## src/rtl/dump_stage.sv

```systemverilog
// Squeeze output stage: accepts rate-sized blocks from the permutation and streams them out as
// w-bit words until the requested number of output bits has been delivered.
module dump_stage #(
  parameter int unsigned w             = 64,
  parameter int unsigned RATE_SHAKE128 = 1344,
  parameter int unsigned RATE_SHAKE256 = 1088
) (
  input  logic                     clk,
  input  logic                     rst,
  input  logic [RATE_SHAKE128-1:0] block_in,
  input  logic [31:0]              output_size,
  input  logic [1:0]               operation_mode,
  input  logic                     block_valid_in,
  output logic                     block_ready_out,
  output logic                     squeeze_more_out,
  output logic [w-1:0]             data_out,
  output logic                     valid_out,
  input  logic                     ready_in,
  output logic                     last_out
);

  localparam int unsigned Words128 = RATE_SHAKE128 / w;
  localparam int unsigned Words256 = RATE_SHAKE256 / w;
  localparam int unsigned IdxW     = $clog2(Words128 + 1);

  localparam logic [IdxW-1:0] LastIdx128 = IdxW'(Words128 - 1);
  localparam logic [IdxW-1:0] LastIdx256 = IdxW'(Words256 - 1);
  localparam logic [31:0]     WordBits   = 32'(w);

  typedef enum logic [1:0] {
    StIdle,
    StSend,
    StWaitBlock
  } state_e;

  state_e                   state_q, state_d;
  logic [RATE_SHAKE128-1:0] shift_q, shift_d;
  logic [31:0]              remaining_q, remaining_d;
  logic                     shake256_q, shake256_d;
  logic [IdxW-1:0]          word_idx_q, word_idx_d;

  logic                     block_xfer;
  logic                     word_xfer;
  logic                     last_in_block;
  logic [w-1:0]             word_mask;

  always_ff @(posedge clk) begin
    if (rst) begin
      state_q     <= StIdle;
      shift_q     <= '0;
      remaining_q <= '0;
      shake256_q  <= 1'b0;
      word_idx_q  <= '0;
    end else begin
      state_q     <= state_d;
      shift_q     <= shift_d;
      remaining_q <= remaining_d;
      shake256_q  <= shake256_d;
      word_idx_q  <= word_idx_d;
    end
  end

  // Outputs are pure functions of the registered state, so they hold across stalls.
  always_comb begin
    block_ready_out  = (state_q != StSend);
    squeeze_more_out = (state_q == StWaitBlock);
    valid_out        = (state_q == StSend);
    last_out         = valid_out && (remaining_q <= WordBits);

    // Only the low 'remaining' bits of a partial final word are meaningful.
    if (remaining_q < WordBits) begin
      word_mask = ({{(w-1){1'b0}}, 1'b1} << remaining_q) - {{(w-1){1'b0}}, 1'b1};
    end else begin
      word_mask = '1;
    end
    data_out = shift_q[w-1:0] & word_mask;
  end

  always_comb begin
    block_xfer    = block_valid_in && block_ready_out;
    word_xfer     = valid_out && ready_in;
    last_in_block = (word_idx_q == (shake256_q ? LastIdx256 : LastIdx128));

    state_d     = state_q;
    shift_d     = shift_q;
    remaining_d = remaining_q;
    shake256_d  = shake256_q;
    word_idx_d  = word_idx_q;

    unique case (state_q)
      StIdle: begin
        if (block_xfer) begin
          shift_d     = block_in;
          remaining_d = output_size;
          shake256_d  = (operation_mode != 2'b00);
          word_idx_d  = '0;
          // A zero-length request swallows the block without emitting anything.
          state_d     = (output_size == 32'd0) ? StIdle : StSend;
        end
      end

      StSend: begin
        if (word_xfer) begin
          shift_d     = shift_q >> w;
          word_idx_d  = word_idx_q + 1'b1;
          remaining_d = remaining_q - ((remaining_q > WordBits) ? WordBits : remaining_q);
          if (last_out) begin
            state_d = StIdle;
          end else if (last_in_block) begin
            state_d = StWaitBlock;
          end
        end
      end

      StWaitBlock: begin
        // Continuation block: request length and rate stay as latched at the start.
        if (block_xfer) begin
          shift_d    = block_in;
          word_idx_d = '0;
          state_d    = StSend;
        end
      end

      default: state_d = StIdle;
    endcase
  end

endmodule
```

## config.mk

```make
export PLATFORM = sky130hd
export DESIGN_NAME = dump_stage
export DESIGN_NICKNAME = d
export VERILOG_FILES = /design/src/rtl/dump_stage.sv
export SDC_FILE = /design/constraint.sdc
export NUM_CORES = 2
export LEC_CHECK = 0
export ABC_AREA = 1
export CORE_AREA = 10 10 555 557
export CTS_BUF_LIST = sky130_fd_sc_hd__clkbuf_8 sky130_fd_sc_hd__clkbuf_16
export CTS_CLUSTER_DIAMETER = 60
export DETAILED_ROUTE_END_ITERATION = 6
export DIE_AREA = 0 0 565 567
export PLACE_DENSITY = 0.5
export SLEW_MARGIN = 30
export SYNTH_ARGS = -nofsm -noshare
export SYNTH_HDL_FRONTEND = slang
export SYNTH_SLANG_ARGS = --single-unit
```

## constraint.sdc

```tcl
create_clock -name clk -period 4 [get_ports clk]
set_input_delay 0.4 -clock clk [delete_from_list [all_inputs] [get_ports clk]]
set_output_delay 0.4 -clock clk [all_outputs]
set_load 0.01 [all_outputs]
```

==> reports/qor.yml <==
synth_top_family_by_area: "compound AO/OA/AOI/OAI gates"
fin_hold_ws_ns: 0.114
postSynthAreaPerCell_sq_um: 7.12
cts_made_buffers: 179
finalMaxSlewViolations: 0
fin_ws_ns: 0.0314
nets: 11100
die_w_um: 565
p_sw_w: 0.0132
ys_ff_latch: 1384
row_count: 200
netlist_area_sq_um: 60600
hpwl_um: 292000
cts.sinks: 1384
cap_viol_max_count: 0
rsz0062_at_grt: "yes"
cp_num_buf_inv: 7
crit_slowest_cell: "dfxtp_2"
grt_pass1_wl_um: 505000
seq_area_frac_synth_pct: 45.7
design_area_sq_um: 87500
io_pins: 1450
place_ws_ns: 0.0281
ir_drop_mv: 0.329
tightestPinTransition_ns: 0.940
ys_top_cells_by_count: "nand2_1 (2937), dfxtp_1 (1384), o21ai_0 (1316)"
synth_edf_count: 0
crit_path_end_kind: "primary output"
initial_core_util_pct: 20.5
drt_iter0_drc: 6873
async_flop_share_pct: 0
cp.required_ns: 3.60
synth.area.top_cells: "dfxtp_1 (46%), nand2_1 (18%), a31oi_1 (13%)"
chipHeight_um: 567
setup_tns_ns: 0
area_growth_pct: 44.4
p_per_area_nw_per_um2: 476
path_max_fanout: 8
core_area_sq_um: 296000
hold_class: "input pin to flop"
cts_max_path_buffers: 4
clk_pin_slew_ns: 0.06
synth_top_area_share_pct: 45.7
cpMostUsedCell: "nor2_4"
critPathKind: "flop to primary output"
synth_simple_gate_area_share_pct: 22.6
slowest_delay_ns: 0.32
port_buffers: 1449
cts_tree: "yes"
first_pass_iters: 6
switching_share_pct: 31.7
viasPerCell: 4.82
post-route-drc-count: 0
fin_crit_ns: 3.97
report.final.hold_viol_count: 0
dieArea_sq_um: 320000
synthXorXnorAreaFrac_pct: 0.173
avgRoutedWirePerCell_um: 27.0
synth-adder-area-share_pct: 0.0826
multi_input_area_sq_um: 30600
grtUsageTotal_pct: 21.8
vias: 66700
antenna_left: 0
clkPwrFrac_pct: 39.4
grt_remaining_overflow: 0
layout_worst_path_cycle_share_pct: 99.2
grt_max_degree: 163
synthMuxAreaShare_pct: 0
synth_warnings: 0
max_freq_mhz: 252
fin_skew_ns: 0.0598
arrival_ns: 3.57
synth_cells: 8512
grt_pass1_vias: 63700
p_leak_nw: 33.5
seqPwrFrac_pct: 40.1
ys.flop_type: "dfxtp_1"
h-tree-depth: 4
synth_compound_area_share_pct: 25.6
power_frac_comb_pct: 20.5
worst_setup_path_start_kind: "flop"
gp_congestion: 0.923
cp_cell_sequence: "nor2_2 -> nand2_2 -> nor2_4 -> nand2_2 -> nor2_4 -> buf_6 -> nand4_4 -> nor2_4 -> buf_6 -> nand3_4 -> inv_4 -> nor2_4 -> nor3b_4 -> buf_12 -> nand2_4 -> inv_1 -> nand2_2 -> nor2_2 -> buf_4 -> nand3_2 -> nor2_1 -> buf_4"
p_int_w: 0.0285
synth_nets: 9898
clk_latency_ns: 0.86
routed_wl_um: 373000
status: "finished, final reports clean"
ys_types: 49
fill_cells: 32700
yosysTopAreaCell: "dfxtp_1"
critical_path.top_delay_family: "simple AND/OR/NAND/NOR gates"
final-seq-area_sq_um: 27700
setup_viol: 0
slew_headroom_pct: 37.3
drive_above_1_share_pct: 9.63
yosysMostFrequentCell: "nand2_1"
antenna_found_initial: 207
placed_area_sq_um: 79400
clockRootBuffer: "clkbuf_16"
sequential cells by signal (all words and copies together) (netlist names):
| signal | count |
|---|---|
| shake256_q | 1 |
| remaining_q | 32 |
| shift_q | 1344 |
| state_q | 2 |
| word_idx_q | 5 |
tightest hold or removal path, cell delays in order:
cell	delay, ns
clkdlybuf4s50_1	0.39
nand2_1	0.06
a21oi_1	0.05
per-layer routing:
metal	GRT usage, %	share of wire, %	vias to the layer above
met5	0	0.19	-
met4	10.4	4.6	110
met3	6.01	7.8	621
met2	36.5	48	2453
met1	25.8	40	31700
li1	-	-	31800
power by group through the flow:
| stage | registers (W) | logic, W | clock network [W] |
|---|---|---|---|
| after CTS | 0.0167 | 0.00850 | 0.0168 |
| after floorplan | 0.0164 | 0.00451 | 0 |
| after global routing | 0.0168 | 0.00935 | 0.0172 |
| after detailed placement | 0.0169 | 0.00830 | 0 |
| final | 0.0167 | 0.00853 | 0.0164 |
| after global placement | 0.0169 | 0.00831 | 0 |
placed cells by master (no fill, tap or decap), types with 11 or more instances in the layout:
| master | n |
|---|---|
| inv_2 | 21 |
| nor4_1 | 12 |
| nand2_2 | 48 |
| inv_1 | 145 |
| clkbuf_16 | 180 |
| clkdlybuf4s50_1 | 1387 |
| a31oi_1 | 1283 |
| dfxtp_1 | 1373 |
| o21ai_0 | 1310 |
| buf_2 | 15 |
| nand2_1 | 2879 |
| nor3_1 | 17 |
| nand3_2 | 38 |
| diode_2 | 76 |
| clkinv_2 | 20 |
| buf_4 | 229 |
| a21oi_1 | 112 |
| nor2_4 | 50 |
| nand4_1 | 67 |
| nor2_1 | 136 |
| nand3_1 | 61 |
| nand3_4 | 18 |
| nor2_2 | 44 |
| buf_12 | 64 |
| nand2_4 | 19 |
| and3_1 | 11 |
| buf_6 | 47 |
| clkbuf_8 | 40 |
final cells by class:
cell class                      count  area share [%]
Multi-Input combinational cell   6219            35.0
Sequential cell                  1384            31.7
Timing Repair Buffer             1757            20.1
Clock buffer                      220            5.77
Tap cell                         3939            5.63
Clock inverter                     91           0.963
Inverter                          137           0.622
Antenna cell                       76           0.217
stage by stage:
step	util (%)	instances	total power (W)
after floorplan	-	8512	0.0209
after global placement	26.8	13300	0.0252
after detailed placement	26.8	13300	0.0252
after CTS	29.3	13700	0.0419
after global routing	29.5	13800	0.0434
final	29.5	13800	0.0417
kinds of logic (layout without fill, tap and decap cells):
logic type,count (synthesis),after routing
xor gates and xnor gates,12,12
other,1,77
AOI/OAI and AO/OA,2761,2761
buffers and inverters,910,2205
DFF,1384,1384
adders and majority gates,4,4
and+or+nand+nor,3440,3441
path summary, 6_finish.rpt:
check | from | endpoint | slack [ns] | cells after the start
max | remaining_q[14] | data_out[51] | 0.03 | 22
min | block_in[1297] | shift_q[1297] | 0.11 | 3
max reg2reg | remaining_q[14] | remaining_q[29] | 0.30 | 28
min reg2reg | shift_q[1268] | shift_q[1204] | 0.45 | 2
repair_timing:
item | CTS | global route
hold buffers | 1 | 0
pin swaps | 85 | 51
setup endpoints to repair | 62 | 62
gates resized for setup | 369 | 128
setup buffers | 82 | 17
cloned | 1 | 0
hold endpoints to repair | 1 | 0
Power figures use the tool's default switching activity.
